[src/rtl/par_pkg.sv]
// Shared types and constants for the parallel-output UART transmitter slice.
package par_pkg;

    typedef enum logic [2:0] {
        IDLE   = 3'd0,
        START  = 3'd1,
        DATA   = 3'd2,
        PARITY = 3'd3,
        STOP   = 3'd4
    } uart_state_t;

    localparam int UART_DATA_BITS = 8;

endpackage

[src/rtl/par_fifo.sv]
// Synchronous show-ahead byte FIFO; pointers carry an extra wrap bit for full/empty.
module par_fifo
    import par_pkg::*;
#(
    parameter int FIFO_DEPTH = 16
) (
    input  logic                      clk,
    input  logic                      rst_n,
    input  logic                      push,
    input  logic                      pop,
    input  logic [UART_DATA_BITS-1:0] din,
    output logic [UART_DATA_BITS-1:0] dout,
    output logic                      empty,
    output logic                      full
);

    localparam int AW = $clog2(FIFO_DEPTH);

    logic [AW:0]               wr_ptr;
    logic [AW:0]               rd_ptr;
    logic [UART_DATA_BITS-1:0] mem [FIFO_DEPTH];
    logic                      wr_en;
    logic                      rd_en;

    always_comb begin
        empty = (wr_ptr == rd_ptr);
        full  = (wr_ptr[AW] != rd_ptr[AW]) && (wr_ptr[AW-1:0] == rd_ptr[AW-1:0]);
        rd_en = pop && !empty;
        // A write into a full FIFO is fine when the head leaves at the same edge.
        wr_en = push && (!full || rd_en);
        dout  = mem[rd_ptr[AW-1:0]];
    end

    always_ff @(posedge clk or negedge rst_n) begin
        if (!rst_n) begin
            wr_ptr <= '0;
            rd_ptr <= '0;
        end else begin
            if (wr_en) wr_ptr <= wr_ptr + 1'b1;
            if (rd_en) rd_ptr <= rd_ptr + 1'b1;
        end
    end

    always_ff @(posedge clk) begin
        if (wr_en) mem[wr_ptr[AW-1:0]] <= din;
    end

endmodule

[src/rtl/par_uart_tx.sv]
// 8N1 UART transmitter fed from the core's parallel output strobe via a byte FIFO.
// Define PAR_UART_TX_PARITY_EN to add an even-parity bit between data and stop.
module par_uart_tx
    import par_pkg::*;
#(
    parameter int CLK_DIV    = 104,
    parameter int FIFO_DEPTH = 16
) (
    input  logic       clk,
    input  logic       rst_n,
    input  logic [7:0] par_output_port,
    input  logic       par_output_signal,
    output logic       uart_tx,
    output logic       tx_busy,
    output logic       fifo_full,
    output logic       overflow
);

    localparam int            BW        = $clog2(CLK_DIV);
    localparam logic [BW-1:0] BAUD_LAST = BW'(CLK_DIV - 1);
    localparam logic [2:0]    LAST_BIT  = 3'(UART_DATA_BITS - 1);

    uart_state_t               state;
    logic [BW-1:0]             baud_cnt;
    logic [2:0]                bit_idx;
    logic [UART_DATA_BITS-1:0] shreg;
    logic                      bit_end;
    logic                      fifo_empty;
    logic                      fifo_pop;
    logic                      fifo_push;
    logic [UART_DATA_BITS-1:0] fifo_dout;
`ifdef PAR_UART_TX_PARITY_EN
    logic                      parity_bit;
`endif

    par_fifo #(
        .FIFO_DEPTH(FIFO_DEPTH)
    ) u_fifo (
        .clk  (clk),
        .rst_n(rst_n),
        .push (fifo_push),
        .pop  (fifo_pop),
        .din  (par_output_port),
        .dout (fifo_dout),
        .empty(fifo_empty),
        .full (fifo_full)
    );

    always_comb begin
        bit_end   = (baud_cnt == BAUD_LAST);
        // End of STOP with data waiting pops straight into the next START.
        fifo_pop  = !fifo_empty && ((state == IDLE) || ((state == STOP) && bit_end));
        fifo_push = par_output_signal && (!fifo_full || fifo_pop);
        tx_busy   = (state != IDLE) || !fifo_empty;
    end

    always_ff @(posedge clk or negedge rst_n) begin
        if (!rst_n) begin
            state    <= IDLE;
            baud_cnt <= '0;
            bit_idx  <= '0;
            shreg    <= '0;
            uart_tx  <= 1'b1;
            overflow <= 1'b0;
`ifdef PAR_UART_TX_PARITY_EN
            parity_bit <= 1'b0;
`endif
        end else begin
            if (par_output_signal && !fifo_push) overflow <= 1'b1;

            if (fifo_pop) begin
                state    <= START;
                baud_cnt <= '0;
                bit_idx  <= '0;
                shreg    <= fifo_dout;
                uart_tx  <= 1'b0;
`ifdef PAR_UART_TX_PARITY_EN
                parity_bit <= ^fifo_dout;
`endif
            end else begin
                case (state)
                    IDLE: begin
                        baud_cnt <= '0;
                        uart_tx  <= 1'b1;
                    end
                    START: begin
                        if (bit_end) begin
                            baud_cnt <= '0;
                            state    <= DATA;
                            uart_tx  <= shreg[0];
                        end else begin
                            baud_cnt <= baud_cnt + 1'b1;
                        end
                    end
                    DATA: begin
                        if (bit_end) begin
                            baud_cnt <= '0;
                            bit_idx  <= bit_idx + 3'd1;
                            if (bit_idx == LAST_BIT) begin
`ifdef PAR_UART_TX_PARITY_EN
                                state   <= PARITY;
                                uart_tx <= parity_bit;
`else
                                state   <= STOP;
                                uart_tx <= 1'b1;
`endif
                            end else begin
                                shreg   <= {1'b0, shreg[UART_DATA_BITS-1:1]};
                                uart_tx <= shreg[1];
                            end
                        end else begin
                            baud_cnt <= baud_cnt + 1'b1;
                        end
                    end
`ifdef PAR_UART_TX_PARITY_EN
                    PARITY: begin
                        if (bit_end) begin
                            baud_cnt <= '0;
                            state    <= STOP;
                            uart_tx  <= 1'b1;
                        end else begin
                            baud_cnt <= baud_cnt + 1'b1;
                        end
                    end
`endif
                    STOP: begin
                        if (bit_end) begin
                            baud_cnt <= '0;
                            state    <= IDLE;
                        end else begin
                            baud_cnt <= baud_cnt + 1'b1;
                        end
                        uart_tx <= 1'b1;
                    end
                    default: begin
                        state    <= IDLE;
                        baud_cnt <= '0;
                        uart_tx  <= 1'b1;
                    end
                endcase
            end
        end
    end

endmodule

[config.mk]
export PLATFORM = sky130hd
export DESIGN_NAME = par_uart_tx
export DESIGN_NICKNAME = d
export VERILOG_FILES = /design/src/rtl/par_pkg.sv /design/src/rtl/par_fifo.sv /design/src/rtl/par_uart_tx.sv
export SDC_FILE = /design/constraint.sdc
export NUM_CORES = 1
export LEC_CHECK = 0
export CORE_MARGIN = 1
export CORE_UTILIZATION = 50
export CTS_CLUSTER_SIZE = 14
export DETAILED_ROUTE_END_ITERATION = 7
export PLACE_DENSITY = 0.66
export SLEW_MARGIN = 20
export SYNTH_ARGS = -nofsm -noshare
export SYNTH_HDL_FRONTEND = slang
export SYNTH_SLANG_ARGS = --single-unit
[constraint.sdc]
create_clock -name clk -period 3.88 [get_ports clk]
set_clock_uncertainty 0.05 [all_clocks]
set_input_delay 0.776 -clock clk [delete_from_list [all_inputs] [get_ports clk]]
set_output_delay 0.776 -clock clk [all_outputs]
set_load 0.005 [all_outputs]
==> results.cfg <==
[synth]
synth_fa_ha_area_share_pct = 1.50
synth_top_family_by_area = multiplexers
yosysMostFrequentCell = edfxtp_1
synth_xor_area_share_pct = 2.50
muxShareOfSynthArea_pct = 12.5
yosys.area.top_type = edfxtp_1
ys_ff_latch = 161
async_flop_share_pct = 20.5
synth_cells = 387
synth_cell_types = 45
yosysWarnings = 0
avgSynthCellArea_um2 = 17.2
synth_top_flop_cell = edfxtp_1
yosysSeqAreaShare_pct = 70.2
synth_top_area_share_pct = 57.8
synth_area_um2 = 6660
synth-compound-area-share_pct = 4.61
yosys.area_share.simple_pct = 6.81
synthTopCellsByCount = 128 x edfxtp_1, 32 x dfrtp_1, 32 x mux4_2, 28 x nor2_1, 26 x nand2_1
synthesis.nets = 406
synth_area_leaders = edfxtp_1 58%, dfrtp_1 12%, mux4_2 11%
synth_edf_count = 128

[floorplanning]
initial_core_util_pct = 52.1
die_w_um = 117
ios = 15
design.core.area_um2 = 12800
die-area_um2 = 13800
fp.dieH_um = 117
rows = 41

[global_routing]
grt-ovfl-total = 0
antenna_found_initial = 0
grt_max_degree = 36
grt_pass1_wl_um = 19100
grt_pass1_vias = 3376
track_usage_pct = 19.3

[clock_network]
cts_inserted_buffers = 17
tritoncts = done
htreeDepth = 4
root_buffer = clkbuf_16
clk_pin_slew_ps = 60
cts_resized = 0
insertion_delay_ps = 420
ctsHoldBuffers = 0
cts_num_sinks = 161
ctsLongestPathBuffers = 2
postCtsSetupRepairBufs = 0

[placement]
post-place-ws_ps = 1100
buffer_ports.inserted = 14
gp_congestion = 0.830
dp_hpwl_um = 8020

[pwr]
p_per_area_nw_per_um2 = 721
p_leak_nw = 2.59
ir_drop_mv = 0.360

[critical_path]
cp-end-kind = output pin
path_max_fanout = 9
start_kind = register
worstPathArrival_ps = 2250
critPathKind = register to output pin
reg2regPathDepth = 6
required_ps = 3050

[routing]
wl_met3_um = 487
routedWlPerCell_um = 20.7
wl_met1_um = 5680
drcViolationCount = 0
drtPass1Iterations = 5
wirelength_um = 12200
vias = 3331
ant_nets = 0
highest_layer = met4
drt_iter0_markers = 345
viasPerCell = 5.65
wl_met2_um = 5790

[layout]
nets = 427
drive_gt1_share_pct = 19.4
antenna_cells = 0
areaGrowthSynthToFinish_pct = 13.6
post-route-util_pct = 59.2

[run_status]
status = finished, final reports clean

[worst_hold_path]
hold_path.class = register to register
holdPathStages = 1

[timing]
min_period_ps = 3080
setup_viol = 0
worst_pin_slew_ps = 869
hold_violations = 0
slew_headroom_pct = 41.7
slew_violations = 0
fmax_mhz = 325
layout_setup_ws_ps = 801
fin_tns_setup_ps = 0
rsz0062_at_grt = no
fin_crit_sh_pct = 79.3

[job]
maxCapViolations = 0
-- flip-flops by register name (all words and copies together) (netlist names) --
name           cells
baud_cnt           7
bit_idx            3
overflow           1
shreg              8
state              3
u_fifo.mem       128
u_fifo.rd_ptr      5
u_fifo.wr_ptr      5
uart_tx            1
-- per-stage QoR --
step	total power, mW	instances	area (um^2)	hold slack, ps
6_report	5.45	590	7560	408
2_1_floorplan	3.42	387	6660	380
5_1_grt	5.69	590	7560	421
3_5_place_dp	3.81	561	6960	395
3_3_place_gp	3.77	561	6960	391
4_1_cts	5.49	590	7560	408
-- per-layer routing --
layer / global-route usage (%) / vias up
li1: - / 1539
met1: 26.7 / 1695
met2: 29.0 / 81
met3: 4.43 / 16
met4: 9.09 / 0
met5: 0 / -
-- worst max-delay path, cell delays in order, from the launching register on --
cell	delay, ps
dfrtp_1	470
xor2_1	220
nor4_4	460
and2_1	190
clkdlybuf4s50_1	490
-- where the power goes --
group          internal, mW  leakage, nW  total, mW  switching, mW
Combinational         0.643        0.740       1.43          0.788
Clock                  1.06        0.283       1.68          0.624
Sequential             2.15         1.57       2.33          0.185
-- final timing paths --
| check | start | endpoint | slack (ps) |
|---|---|---|---|
| max | u_fifo.wr_ptr[3] | fifo_full | 800 |
| min | overflow | overflow | 410 |
| max reg2reg | baud_cnt[0] | u_fifo.mem[6][3] | 1110 |
| min reg2reg | overflow | overflow | 410 |
| max in group asynchronous | rst_n | uart_tx | 2740 |
| min in group asynchronous | rst_n | u_fifo.wr_ptr[1] | 710 |
-- logic make-up after synthesis --
| kind of cell | after synthesis |
|---|---|
| flops | 161 |
| simple gates | 90 |
| mux | 43 |
| compound gates | 41 |
| buf+inv | 25 |
| xor+xnor | 19 |
| fa+ha+maj | 8 |
-- layout make-up --
cell class | instances | area (um^2)
clock inverter | 11 | 166
multi-input combinational | 201 | 1860
timing repair buffer | 22 | 200
inverter | 5 | 18.8
sequential | 161 | 4670
fill | 938 | 5210
tap | 172 | 215
clock buffer | 18 | 429
-- layout by cell type (no fill, tap or decap), types with 2 or more instances in the layout --
cell	n
edfxtp_1	128
mux4_2	32
dfrtp_1	31
nor2_1	28
nand2_1	26
a22oi_1	17
clkbuf_16	17
clkdlybuf4s50_1	14
xnor2_1	10
o21ai_0	10
mux2i_1	10
nand3_1	9
xor2_1	9
ha_1	8
buf_4	8
nor2b_1	6
inv_1	5
a21oi_1	4
nor3_1	4
bufinv_16	4
nand4_1	3
clkinvlp_4	3
clkinv_2	3
and2_1	2
nand2b_1	2
o21ai_1	2
Power figures use the tool's default switching activity.
==> edit, RTL diff (same settings) <==
Encoding of `uart_state_t`: now one-hot (5 bits for 5 states).
--- a/src/rtl/par_pkg.sv
+++ b/src/rtl/par_pkg.sv
@@ -1,12 +1,12 @@
 // Shared types and constants for the parallel-output UART transmitter slice.
 package par_pkg;
 
-    typedef enum logic [2:0] {
-        IDLE   = 3'd0,
-        START  = 3'd1,
-        DATA   = 3'd2,
-        PARITY = 3'd3,
-        STOP   = 3'd4
+    typedef enum logic [4:0] {
+        IDLE   = 5'b00001,
+        START  = 5'b00010,
+        DATA   = 5'b00100,
+        PARITY = 5'b01000,
+        STOP   = 5'b10000
     } uart_state_t;
 
     localparam int UART_DATA_BITS = 8;
Formal check against the unedited RTL: no difference found for any inputs over 10 cycles, from zero or initial values and one cycle with rst_n low; not proved beyond that.
==> edit against the original RTL <==
Final area up 1.2%. Register-to-register slack better by 60 ps. Area after synthesis up 1.1%. Total power about the same. Routed wire length up 7.2%. Core utilization down 1.2 points. Synthesized cell count up 2.3%. Worst hold slack better by 3.5 ps. Die area up 1.1%. Sequential cell count up 1. Worst setup slack better by 14 ps. Critical path type unchanged. Critical endpoint is now tx_busy. Largest cell class unchanged.
==> edit: results (changes against the original RTL) <==
\begin{tabular}{lr}
\hline
Metric & Value \\
\hline
\multicolumn{2}{l}{\textbf{Global route}} \\
GRT Total Usage & 0.205 (was 0.193) \\
First-pass GRT wire length & 20.5 mm (was 19.1 mm) \\
Fraction of met2 tracks used by global routing & 0.315 (was 0.290) \\
GR Layer Usage met3 & 0.0543 (was 0.0443) \\
Number of global-route vias before repair & 3572 (was 3376) \\
\multicolumn{2}{l}{\textbf{Yosys}} \\
Part of the Yosys area used for sequential elements & 0.698 (was 0.702) \\
Most instantiated cells after synthesis & sky130\_fd\_sc\_hd\_\_edfxtp\_1, sky130\_fd\_sc\_hd\_\_dfrtp\_1, sky130\_fd\_sc\_hd\_\_mux4\_2 (unchanged) \\
Post-synthesis cell type count & 46 (was 45) \\
Synthesized-area fraction occupied by adder cells & 0.0149 (was 0.0150) \\
Async set-or-reset flop fraction in the synthesized netlist & 0.210 (was 0.205) \\
\multicolumn{2}{l}{\textbf{Detailed routing}} \\
DRC marker count from the first detailed-route iteration & 298 (was 345) \\
Met1 wire length & 5.83 mm (was 5.68 mm) \\
Met2 layer wire length in the routed design & 6.37 mm (was 5.79 mm) \\
Total vias in the final route & 3491 (was 3331) \\
\multicolumn{2}{l}{\textbf{Layout}} \\
Filler Cells Inserted & 1010 (was 938) \\
Proportion of cell area occupied by multi-input gates & 0.249 (was 0.246) \\
Portion of the layout cell area used by clock cells & 0.0726 (was 0.0788) \\
Layout buffering overhead excluding clock cells & 0.0321 (was 0.0265) \\
Buffer count excluding the clock tree in the final layout & 28 (was 22) \\
Final net count & 442 (was 427) \\
\multicolumn{2}{l}{\textbf{Worst hold path}} \\
Worst hold path endpoint & baud\_cnt[0] (was overflow) \\
Worst hold start & baud\_cnt[0] (was overflow) \\
\multicolumn{2}{l}{\textbf{Power}} \\
Peak ir drop on the vdd network & 0.000602 V (was 0.000360 V) \\
\multicolumn{2}{l}{\textbf{Placement}} \\
RD Place Congestion & 0.825 (was 0.830) \\
\multicolumn{2}{l}{\textbf{Critical path}} \\
Worst-path cell with the longest stage delay & sky130\_fd\_sc\_hd\_\_dfrtp\_1 (was sky130\_fd\_sc\_hd\_\_clkdlybuf4s50\_1) \\
Setup slack of the worst register-to-register path & 1170 ps (was 1110 ps) \\
Worst path top cell family by delay & flip-flops (was simple AND/OR/NAND/NOR gates) \\
CP Capture Point & tx\_busy (was fifo\_full) \\
Crit path launch & u\_fifo.wr\_ptr[2] (was u\_fifo.wr\_ptr[3]) \\
Maximum fanout count along the critical path & 15 (was 9) \\
\multicolumn{2}{l}{\textbf{Timing}} \\
Worst Tran Pin Value & 858 ps (was 869 ps) \\
\multicolumn{2}{l}{\textbf{Outcome}} \\
Run status & finished, final reports clean (unchanged) \\
\hline
\end{tabular}
==> edit: report_power, final <==
part           total, mW  internal [mW]  switching (mW)  leakage [nW]
combinational       1.52          0.687           0.834         0.797
sequential          2.34           2.15           0.190          1.59
clock               1.59          0.892           0.694         0.274
total               5.44           3.73            1.72          2.66
==> edit: cells by family after synthesis <==
logic type               count (synthesis)
buffers and inverters                   26
AO/OA/AOI/OAI                           45
AND/OR/NAND/NOR                         92
flip-flops                             162
adder cells (fa/ha/maj)                  8
XOR/XNOR                                19
multiplexers                            44
==> edit: per-stage QoR <==
stage | hold WS, ps | std cells | util | setup slack [ps]
5_1_grt | 455 | 612 | 0.580 | 631
3_5_place_dp | 405 | 580 | 0.538 | 1070
6_report | 411 | 612 | 0.580 | 816
3_3_place_gp | 387 | 580 | 0.538 | 1140
2_1_floorplan | 374 | 396 | - | 1360
4_1_cts | 421 | 612 | 0.580 | 786
